==> src/rtl/frame_buf_roi_rd_sched_if.sv <==
// Line read command channel from the ROI read scheduler to the back-buffer read engine.
// valid/addr/len/id are held by the master until valid & ready.
interface frame_buf_roi_rd_sched_if #(
  parameter int ADDR_WD = 19,
  parameter int GEO_WD  = 16
);
  logic               valid;
  logic               ready;
  logic [ADDR_WD-1:0] addr;
  logic [GEO_WD-1:0]  len;
  logic [2:0]         id;

  modport master (
    output valid,
    output addr,
    output len,
    output id,
    input  ready
  );

  modport slave (
    input  valid,
    input  addr,
    input  len,
    input  id,
    output ready
  );
endinterface

==> src/rtl/frame_buf_roi_rd_sched.sv <==
// Multi-ROI back-buffer read scheduler: one line command per ROI line per frame.
// Optional FRAME_BUF_SCHED_STAT_EN adds ov_drop_cnt (ignored frame starts).
module frame_buf_roi_rd_sched #(
  parameter int ROI_NUM = 4,
  parameter int ADDR_WD = 19,
  parameter int GEO_WD  = 16,
  parameter int REG_WD  = 32
) (
  input  logic                      clk,
  input  logic                      reset,
  input  logic                      i_frame_start,
  input  logic [ROI_NUM-1:0]        iv_roi_en,
  input  logic [ROI_NUM*GEO_WD-1:0] iv_roi_offset_x,
  input  logic [ROI_NUM*GEO_WD-1:0] iv_roi_offset_y,
  input  logic [ROI_NUM*GEO_WD-1:0] iv_roi_width,
  input  logic [ROI_NUM*GEO_WD-1:0] iv_roi_height,
  input  logic [ADDR_WD-1:0]        iv_frame_base,
  input  logic [GEO_WD-1:0]         iv_line_pitch,
  frame_buf_roi_rd_sched_if.master  rd,
  output logic                      o_roi_start,
  output logic                      o_roi_done,
  output logic                      o_frame_done,
`ifdef FRAME_BUF_SCHED_STAT_EN
  output logic [15:0]               ov_drop_cnt,
`endif
  output logic                      o_busy
);

  localparam int MW = (REG_WD > 2*GEO_WD) ? REG_WD : 2*GEO_WD;
  localparam int SW = MW + ADDR_WD + 1;

  typedef enum logic [2:0] {
    IDLE, LATCH, SCAN, CALC, CMD, DONE
  } state_t;

  state_t state_q;

  logic [ROI_NUM-1:0] en_q;
  logic [GEO_WD-1:0]  ox_q [ROI_NUM];
  logic [GEO_WD-1:0]  oy_q [ROI_NUM];
  logic [GEO_WD-1:0]  w_q  [ROI_NUM];
  logic [GEO_WD-1:0]  h_q  [ROI_NUM];
  logic [ADDR_WD-1:0] base_q;
  logic [GEO_WD-1:0]  pitch_q;

  logic [2:0]         roi_idx_q;
  logic [GEO_WD-1:0]  line_q;
  logic [GEO_WD-1:0]  cur_ox_q, cur_oy_q;
  logic [GEO_WD-1:0]  cur_w_q, cur_h_q;

  logic               valid_q;
  logic [ADDR_WD-1:0] addr_q;
  logic [GEO_WD-1:0]  len_q;
  logic [2:0]         id_q;
  logic               roi_start_q, roi_done_q, frame_done_q, busy_q;

  logic               hit_d;
  logic [2:0]         hit_idx_d;
  logic [GEO_WD-1:0]  hit_ox_d, hit_oy_d, hit_w_d, hit_h_d;
  logic [SW-1:0]      sum_d;
  logic [ADDR_WD-1:0] calc_addr_d;
  logic               last_line_d;

  // Descending walk so the lowest eligible index at or above roi_idx wins.
  always_comb begin
    hit_d     = 1'b0;
    hit_idx_d = '0;
    hit_ox_d  = '0;
    hit_oy_d  = '0;
    hit_w_d   = '0;
    hit_h_d   = '0;
    for (int k = ROI_NUM-1; k >= 0; k--) begin
      if (3'(k) >= roi_idx_q && en_q[k] &&
          w_q[k] != '0 && h_q[k] != '0) begin
        hit_d     = 1'b1;
        hit_idx_d = 3'(k);
        hit_ox_d  = ox_q[k];
        hit_oy_d  = oy_q[k];
        hit_w_d   = w_q[k];
        hit_h_d   = h_q[k];
      end
    end
  end

  always_comb begin
    sum_d = SW'(cur_oy_q) * SW'(pitch_q)
          + SW'(base_q) + SW'(cur_ox_q);
    calc_addr_d = ADDR_WD'(sum_d);
    last_line_d = (line_q == cur_h_q - GEO_WD'(1));
  end

  always_ff @(posedge clk) begin
    if (reset) begin
      state_q      <= IDLE;
      en_q         <= '0;
      base_q       <= '0;
      pitch_q      <= '0;
      for (int k = 0; k < ROI_NUM; k++) begin
        ox_q[k] <= '0;
        oy_q[k] <= '0;
        w_q[k]  <= '0;
        h_q[k]  <= '0;
      end
      roi_idx_q    <= '0;
      line_q       <= '0;
      cur_ox_q     <= '0;
      cur_oy_q     <= '0;
      cur_w_q      <= '0;
      cur_h_q      <= '0;
      valid_q      <= 1'b0;
      addr_q       <= '0;
      len_q        <= '0;
      id_q         <= '0;
      roi_start_q  <= 1'b0;
      roi_done_q   <= 1'b0;
      frame_done_q <= 1'b0;
      busy_q       <= 1'b0;
    end else begin
      roi_start_q  <= 1'b0;
      roi_done_q   <= 1'b0;
      frame_done_q <= 1'b0;
      unique case (state_q)
        IDLE: begin
          if (i_frame_start) begin
            en_q    <= iv_roi_en;
            base_q  <= iv_frame_base;
            pitch_q <= iv_line_pitch;
            for (int k = 0; k < ROI_NUM; k++) begin
              ox_q[k] <= iv_roi_offset_x[k*GEO_WD +: GEO_WD];
              oy_q[k] <= iv_roi_offset_y[k*GEO_WD +: GEO_WD];
              w_q[k]  <= iv_roi_width[k*GEO_WD +: GEO_WD];
              h_q[k]  <= iv_roi_height[k*GEO_WD +: GEO_WD];
            end
            roi_idx_q <= '0;
            busy_q    <= 1'b1;
            state_q   <= LATCH;
          end
        end
        LATCH: state_q <= SCAN;
        SCAN: begin
          if (hit_d) begin
            roi_idx_q <= hit_idx_d;
            line_q    <= '0;
            cur_ox_q  <= hit_ox_d;
            cur_oy_q  <= hit_oy_d;
            cur_w_q   <= hit_w_d;
            cur_h_q   <= hit_h_d;
            state_q   <= CALC;
          end else begin
            frame_done_q <= 1'b1;
            state_q      <= DONE;
          end
        end
        CALC: begin
          addr_q      <= calc_addr_d;
          len_q       <= cur_w_q;
          id_q        <= roi_idx_q;
          valid_q     <= 1'b1;
          roi_start_q <= 1'b1;
          state_q     <= CMD;
        end
        CMD: begin
          if (rd.ready) begin
            if (last_line_d) begin
              valid_q    <= 1'b0;
              roi_done_q <= 1'b1;
              if (roi_idx_q == 3'(ROI_NUM-1)) begin
                frame_done_q <= 1'b1;
                state_q      <= DONE;
              end else begin
                roi_idx_q <= roi_idx_q + 3'd1;
                state_q   <= SCAN;
              end
            end else begin
              line_q <= line_q + GEO_WD'(1);
              addr_q <= addr_q + ADDR_WD'(pitch_q);
            end
          end
        end
        DONE: begin
          busy_q  <= 1'b0;
          state_q <= IDLE;
        end
        default: begin
          valid_q <= 1'b0;
          busy_q  <= 1'b0;
          state_q <= IDLE;
        end
      endcase
    end
  end

`ifdef FRAME_BUF_SCHED_STAT_EN
  logic [15:0] drop_q;

  always_ff @(posedge clk) begin
    if (reset) begin
      drop_q <= '0;
    end else if (i_frame_start && state_q != IDLE &&
                 drop_q != 16'hFFFF) begin
      drop_q <= drop_q + 16'd1;
    end
  end

  assign ov_drop_cnt = drop_q;
`endif

  assign rd.valid     = valid_q;
  assign rd.addr      = addr_q;
  assign rd.len       = len_q;
  assign rd.id        = id_q;
  assign o_roi_start  = roi_start_q;
  assign o_roi_done   = roi_done_q;
  assign o_frame_done = frame_done_q;
  assign o_busy       = busy_q;

endmodule

==> src/flat_wrapper.sv <==
// flat-port wrapper written by rule: the top's interface ports become plain ports
module frame_buf_roi_rd_sched_flat 
#(
  parameter int ROI_NUM = 4,
  parameter int ADDR_WD = 19,
  parameter int GEO_WD  = 16,
  parameter int REG_WD  = 32
)
  (clk, reset, i_frame_start, iv_roi_en, iv_roi_offset_x, iv_roi_offset_y, iv_roi_width, iv_roi_height, iv_frame_base, iv_line_pitch, o_roi_start, o_roi_done, o_frame_done, o_busy, rd_valid, rd_addr, rd_len, rd_id, rd_ready);
  frame_buf_roi_rd_sched_if #(.ADDR_WD(ADDR_WD), .GEO_WD(GEO_WD)) rd_i ();
  input  logic clk;
  input  logic reset;
  input  logic i_frame_start;
  input  logic [ROI_NUM-1:0] iv_roi_en;
  input  logic [ROI_NUM*GEO_WD-1:0] iv_roi_offset_x;
  input  logic [ROI_NUM*GEO_WD-1:0] iv_roi_offset_y;
  input  logic [ROI_NUM*GEO_WD-1:0] iv_roi_width;
  input  logic [ROI_NUM*GEO_WD-1:0] iv_roi_height;
  input  logic [ADDR_WD-1:0] iv_frame_base;
  input  logic [GEO_WD-1:0] iv_line_pitch;
  output logic o_roi_start;
  output logic o_roi_done;
  output logic o_frame_done;
  output logic o_busy;
  output wire logic [$bits(rd_i.valid)-1:0] rd_valid;
  output wire logic [$bits(rd_i.addr)-1:0] rd_addr;
  output wire logic [$bits(rd_i.len)-1:0] rd_len;
  output wire logic [$bits(rd_i.id)-1:0] rd_id;
  input wire logic [$bits(rd_i.ready)-1:0] rd_ready;
  assign rd_valid = rd_i.valid;
  assign rd_addr = rd_i.addr;
  assign rd_len = rd_i.len;
  assign rd_id = rd_i.id;
  assign rd_i.ready = rd_ready;
  frame_buf_roi_rd_sched #(.ROI_NUM(ROI_NUM), .ADDR_WD(ADDR_WD), .GEO_WD(GEO_WD), .REG_WD(REG_WD)) u_core (.clk(clk), .reset(reset), .i_frame_start(i_frame_start), .iv_roi_en(iv_roi_en), .iv_roi_offset_x(iv_roi_offset_x), .iv_roi_offset_y(iv_roi_offset_y), .iv_roi_width(iv_roi_width), .iv_roi_height(iv_roi_height), .iv_frame_base(iv_frame_base), .iv_line_pitch(iv_line_pitch), .rd(rd_i), .o_roi_start(o_roi_start), .o_roi_done(o_roi_done), .o_frame_done(o_frame_done), .o_busy(o_busy));
endmodule
==> config.mk <==
export PLATFORM = sky130hd
export DESIGN_NAME = frame_buf_roi_rd_sched_flat
export DESIGN_NICKNAME = d
export VERILOG_FILES = /design/src/rtl/frame_buf_roi_rd_sched_if.sv /design/src/rtl/frame_buf_roi_rd_sched.sv /design/src/flat_wrapper.sv
export SDC_FILE = /design/constraint.sdc
export NUM_CORES = 1
export LEC_CHECK = 0
export CAP_MARGIN = 10
export CORE_MARGIN = 4
export CORE_UTILIZATION = 50
export CTS_BUF_LIST = sky130_fd_sc_hd__clkbuf_4 sky130_fd_sc_hd__clkbuf_8
export CTS_CLUSTER_SIZE = 30
export DETAILED_ROUTE_END_ITERATION = 10
export PLACE_DENSITY = 0.7
export SETUP_SLACK_MARGIN = 0.02
export SLEW_MARGIN = 10
export SYNTH_ARGS = -nofsm -noshare
export SYNTH_HDL_FRONTEND = slang
export SYNTH_SLANG_ARGS = --single-unit
==> constraint.sdc <==
create_clock -name clk -period 20.3 [get_ports clk]
set_input_delay 2.03 -clock clk [delete_from_list [all_inputs] [get_ports clk]]
set_output_delay 2.03 -clock clk [all_outputs]
set_load 0.005 [all_outputs]
Word level (Yosys, flattened, before mapping)
Memory sizes are Yosys's and may differ from the RTL's.
Index checks and enable logic that the tools add are counted.
{ "totals": {"latch_bits": 0, "inputBits": 299, "output_inout_bits": 43, "mem_count": 4, "reg_bits": 168, "ram_bits": 256, "mem_bits_ro": 0, "word_cells": 178} }
{ "classes": {"multipliers": 1, "add_sub_neg": 6, "n_bitwise": 20, "div_mod_pow": 0, "n_mux": 77, "shift": 0, "eq_ne": 13, "n_reduce_logical": 35, "magnitude_cmp": 4} }
{ "memory_table": {"columns": ["name", "depth", "word_bits", "rd", "rd_ports_with_merged_regs", "write_ports", "line", "text"], "rows": [
  ["u_core.h_q", 4, 16, 4, 0, 4, "frame_buf_roi_rd_sched.sv:42", "logic [GEO_WD-1:0] h_q [ROI_NUM];"],
  ["u_core.ox_q", 4, 16, 4, 0, 4, "frame_buf_roi_rd_sched.sv:39", "logic [GEO_WD-1:0] ox_q [ROI_NUM];"],
  ["u_core.oy_q", 4, 16, 4, 0, 4, "frame_buf_roi_rd_sched.sv:40", "logic [GEO_WD-1:0] oy_q [ROI_NUM];"],
  ["u_core.w_q", 4, 16, 4, 0, 4, "frame_buf_roi_rd_sched.sv:41", "logic [GEO_WD-1:0] w_q [ROI_NUM];"]
]} }
{ "op_table": {"columns": ["op", "n"], "rows": [
  ["2-to-1 mux 16 bit", 35],
  ["nonzero test 16 bit", 8],
  ["adder 19 x 16 -> 19 bit", 2],
  ["2-to-1 mux 19 bit", 2],
  ["case mux 19 bit (2 select lines)", 1],
  ["case mux 16 bit (2 select lines)", 1],
  ["2-to-1 mux 3 bit", 10],
  ["adder 19 bit", 1],
  ["multiplier 16 x 16 -> 19 bit", 1],
  ["2-to-1 mux 1 bit", 19],
  ["adder 16 x 1 -> 16 bit (second input constant)", 1],
  ["equality test 16 bit", 1],
  ["OR 1 bit", 16],
  ["subtractor 16 x 1 -> 16 bit (second input constant)", 1],
  ["case mux 3 bit (5 select lines)", 1],
  ["logical AND 1 bit", 12],
  ["equality test 3 x 2 -> 1 bit (second input constant)", 3],
  ["case mux 3 bit (3 select lines)", 1],
  ["AND reduction 3 bit", 3],
  ["2-to-1 mux 2 bit", 4],
  ["!= test 2 bit (second input constant)", 4],
  ["OR reduction 4 bit", 2],
  ["equality test 3 bit (second input constant)", 2],
  ["greater-or-equal comparator 1 x 3 -> 1 bit (first input constant)", 2],
  ["other kinds (14)", 23]
]} }

Logic depth before layout (Yosys ltp)
{ "logic_depth": {"depth_word": 10, "ltp_mapped": 23, "depth_no_buf": 22} }

Worst setup path after synthesis
Ideal clock, no wire load.
{ "synth_timing": {"path_kind": "in2reg", "startpoint": "input i_frame_start", "endpoint": "memory u_core.h_q[0][0], enable pin", "arrival_time_ns": 9.618, "path_buffers": 1, "path_stages": 5, "t_required_ns": 19.583, "path_slack_ns": 9.965, "path_cell_list": "nand2b_1 -> nor3_1 -> nor2_1 -> inv_1 -> clkbuf_1"} }
{ "synth_rtl": {"columns": ["item", "line", "text"], "rows": [
  ["start, declared", "flat_wrapper.sv:13", "input logic i_frame_start;"],
  ["end, declared", "frame_buf_roi_rd_sched.sv:42", null]
]} }

Worst setup path after layout
{ "layout_timing": {"startpoint": "register u_core.pitch_q[2]", "endpoint": "register u_core.addr_q[18] (netlist: u_core.rd.addr[18])"} }
{ "layout_between": {"elab_chain_cells": 4, "elab_cells_between_ends": 7, "classes_between": "add/sub (3); mul (1); mux (3)"} }
{ "layout_lines": {"columns": ["item", "line", "text"], "rows": [
  ["start, declared", "frame_buf_roi_rd_sched.sv:44", "logic [GEO_WD-1:0] pitch_q;"],
  ["start signal, assigned", "frame_buf_roi_rd_sched.sv:127", "pitch_q <= iv_line_pitch;"],
  ["multiplier 16 x 16 -> 19 bit / adder 19 x 16 -> 19 bit (equally long branches)", "frame_buf_roi_rd_sched.sv:86, frame_buf_roi_rd_sched.sv:176", null],
  ["adder 19 bit / 2-to-1 mux 19 bit (equally long branches)", "frame_buf_roi_rd_sched.sv:87, frame_buf_roi_rd_sched.sv:164", null],
  ["adder 19 x 16 -> 19 bit / 2-to-1 mux 19 bit (equally long branches)", "frame_buf_roi_rd_sched.sv:87, frame_buf_roi_rd_sched.sv:163", null],
  ["case mux 19 bit (2 select lines) (*)", "frame_buf_roi_rd_sched.sv:122", "unique case (state_q)"],
  ["end signal, assigned", "frame_buf_roi_rd_sched.sv:155", "addr_q <= calc_addr_d;"],
  ["end signal, assigned", "frame_buf_roi_rd_sched.sv:176", "addr_q <= addr_q + ADDR_WD'(pitch_q);"],
  ["end, declared", "frame_buf_roi_rd_sched.sv:52", "logic [ADDR_WD-1:0] addr_q;"]
]} }
Mark *: on every way between the ends. The rest lies on a longest branch, timed or not. The select of a mux whose other input is x is not followed.
A chain may end at the register's enable or synchronous reset.

==> run metrics <==
outcome complete, no violations; Yosys cell types 66; drt via density 5.43; Yosys Warn Count 0; Die Ht 232 microns; number of hold buffers added after cts 0; buffer depth of the longest clock path 3; gate family responsible for the most delay along the worst path adder cells; Core ar. 49400 sq um; most frequent cell on the critical path sky130_fd_sc_hd__fa_1; Post-Synthesis Cells 2514; Layout fillers 4094; Crit path arrival time between 6 and 7 ns; post-DR wirelength/cell 19.9 microns; classification of the worst-slack hold path reg2reg; relative slew slack 28.9%; launch point of the worst hold path u_core.cur_w_q[4]$_SDFFE_PP0P_; Setup Buffers After CTS 0; commonest non-fill, non-tap cells in the layout sky130_fd_sc_hd__and2_1, sky130_fd_sc_hd__clkdlybuf4s50_1, sky130_fd_sc_hd__inv_1; number of nets in the layout 3317; critical-path maximum fanout 18; worst ir drop on vdd 0.0000420 V; top-level port count 342; crit share post-route 29.0%; flop and latch count out of synthesis 424; area of the mapped netlist 25200 sq um; setup repair after global routing missed its margin no; routed length on met2 approximately 32000 microns; number of nets still failing antenna checks after routing 0; highest achievable clock rate 170 MHz; relative area change from synthesis to final layout 21.3%; number of DRC markers in iteration 0 1685; Worst EP required 20.81 ns; Horiz. Die Dim 232 microns; Min-Delay Path Depth 2; Post-synth ARST share 0%; Post-Route Setup TNS 0 ns; number of vias after detailed routing 19080; final RePlAce weighted congestion 0.950; Slew @ Worst Pin 1.06 ns; number of input and output port buffers inserted around 340; CTS HTree Levels 3; Critical Path Slowest Stage Cell sky130_fd_sc_hd__dfxtp_1; post-route setup slack 14.41 ns; pin count of the biggest net entering global routing 141; kind of end point of the critical path flip-flop; ordered list of cells on the worst path and2_1, fa_1, inv_1, fa_1, fa_1, fa_1, inv_1, fa_1, inv_1, fa_1, inv_1, ha_1, and3_1, a31oi_1, a211oi_1, a21o_1, a21oi_1, o21ai_0, xnor2_1, o2bb2ai_1; most common cell after layout, fill and taps aside sky130_fd_sc_hd__and2_1; Highest Signal Layer met5; Synthesized Nets ~3000; Worst Clk Skew about 0.035 ns; post-route DRC violation count 0; R2R depth 20; final hold violation count 0; layout cells sized above 1 roughly 5.6%; number of enable flip-flop cells after synthesis 256; part of the Yosys area used for sequential elements 43.9%; Detailed Route WL roughly 70000 microns; primary flip-flop cell chosen by synthesis mapping sky130_fd_sc_hd__edfxtp_1; leakage power summed over all cells between 10 and 15 nW; number of buffers created by CTS 74; via count of the first global-routing pass 19226; overall power after layout ~2.3 mW; Synth area leader sky130_fd_sc_hd__edfxtp_1; Overflow after GRT 0; start point of the critical path u_core.pitch_q[2]$_SDFFE_PP0P_; clock tree root driver cell sky130_fd_sc_hd__clkbuf_8; metal1 wirelength 30500 microns; clock period minus final worst setup slack 5.89 ns; buffer and inverter count on the worst path 4; Max Transition Viols Final 0; antenna violations before repair 6; startpoint type of the worst setup path flip-flop; Initial Util 51.0%; Worst Setup Path Type reg2reg; Syn Area/Cell 10.0 sq um; pre-CTS setup slack 14.39 ns; area enclosed by the die boundary ~54000 sq um; total iterations of the first detailed-routing run 5; worst reg2reg startpoint u_core.pitch_q[2]$_SDFFE_PP0P_; met3 wire length 5290 microns; count of maximum capacitance violations 0; clock latency on the worst-skew pair ~0.65 ns; power density over cell area between 70 and 80 nW/um^2; hpwl dp 53400 microns; post-CTS sizing 0; row count between 80 and 90; fraction of post-synthesis cell area in the top cell type by area between 30% and 40%; number of cells on the critical path 20; combined global-route utilization of all metal layers between 20% and 30%; clock tree from TritonCTS built; TritonCTS sink count between 400 and 500; Hold Slack 0.441 ns; Synth area leaders sky130_fd_sc_hd__edfxtp_1, sky130_fd_sc_hd__dfxtp_1, sky130_fd_sc_hd__fa_1, sky130_fd_sc_hd__and2_1, sky130_fd_sc_hd__a211oi_1; max incr delay on CP 0.73 ns; Setup Viol. Count Final 0; Clock transition at path regs approximately 0.070 ns; first-pass GRT wire length 107000 microns
[path summary, 6_finish.rpt]
path / slack, ns / end
min reg2reg: 0.44 / u_core.rd.len[4]$_SDFFE_PP0P_
max: 14.41 / u_core.rd.addr[18]$_SDFFE_PP0P_
min: 0.44 / u_core.rd.len[4]$_SDFFE_PP0P_
max reg2reg: 14.41 / u_core.rd.addr[18]$_SDFFE_PP0P_
[cells in the mapped netlist, types with 7 or more instances]
cell,number
sky130_fd_sc_hd__or3_1,7
sky130_fd_sc_hd__xor2_1,24
sky130_fd_sc_hd__a22oi_1,63
sky130_fd_sc_hd__edfxtp_1,256
sky130_fd_sc_hd__dfxtp_1,168
sky130_fd_sc_hd__and2_1,358
sky130_fd_sc_hd__and3_1,9
sky130_fd_sc_hd__xnor2_1,52
sky130_fd_sc_hd__nand2b_1,12
sky130_fd_sc_hd__nand3_1,21
sky130_fd_sc_hd__a22o_1,22
sky130_fd_sc_hd__nand4_1,17
sky130_fd_sc_hd__o21ai_0,48
sky130_fd_sc_hd__nor3_1,24
sky130_fd_sc_hd__a31oi_1,7
sky130_fd_sc_hd__buf_1,17
sky130_fd_sc_hd__fa_1,153
sky130_fd_sc_hd__a211oi_1,145
sky130_fd_sc_hd__inv_1,270
sky130_fd_sc_hd__ha_1,77
sky130_fd_sc_hd__nor4_1,38
sky130_fd_sc_hd__nand2_1,177
sky130_fd_sc_hd__a21oi_1,119
sky130_fd_sc_hd__nor2_1,198
sky130_fd_sc_hd__clkbuf_1,138
[cell families (layout without fill, tap and decap cells)]
family	count (synthesis)	in the layout	synth area share [%]
buffers and inverters	427	756	6.38
multiplexers	5	5	0.209
XOR/XNOR	76	76	2.64
AO/OA/AOI/OAI	460	460	12.4
flip-flops	424	424	43.9
AND/OR/NAND/NOR	892	892	18.5
other	0	5	0
adder cells (fa/ha/maj)	230	230	16.0
[metrics by stage]
stage,cell area (sq um),instances,util [%]
floorplan,25200,2514,-
global placement,29000,3376,58.8
detailed placement,29000,3376,58.8
CTS,30500,3507,61.8
global route,30500,3512,61.9
finish,30500,3512,61.9
[sequential cells by signal, summed over array words and instances, names as in the netlist, 3 cells and up]
name / cells
u_core.oy_q: 64
u_core.line_q: 16
u_core.cur_ox_q: 16
u_core.ox_q: 64
u_core.pitch_q: 16
u_core.en_q: 4
u_core.rd.id: 3
u_core.cur_h_q: 16
u_core.roi_idx_q: 3
u_core.base_q: 19
u_core.rd.addr: 19
u_core.w_q: 64
u_core.state_q: 3
u_core.rd.len: 16
u_core.h_q: 64
u_core.cur_w_q: 16
u_core.cur_oy_q: 16
[worst min-delay path, stage by stage (launching register included)]
cell,delay [ns]
sky130_fd_sc_hd__dfxtp_1,0.31
sky130_fd_sc_hd__nand2_1,0.06
sky130_fd_sc_hd__a21oi_1,0.05
[where the power goes]
part / switching [mW] / internal, mW / total (mW)
Sequential: 0.0633 / 1.01 / 1.08
Combinational: 0.237 / 0.180 / 0.417
Clock: 0.353 / 0.455 / 0.808
[per-layer routing]
layer,GRT usage [%],vias up
li1,-,9089
met1,35.4,9199
met2,40.5,681
met3,5.95,109
met4,8.22,2
met5,0,-
[area by class of cell]
class                   count  area (sq um)  area share, %
multi-input cells        1663         12600           41.2
flip-flops and latches    424         11100           36.2
repair buffers            355          3520           11.5
clock buffers             111          1370           4.47
inverters                 270          1020           3.34
well taps                 664           831           2.72
clock inverters            20           156          0.512
diodes                      5          12.5         0.0410
Power figures use the tool's default switching activity.
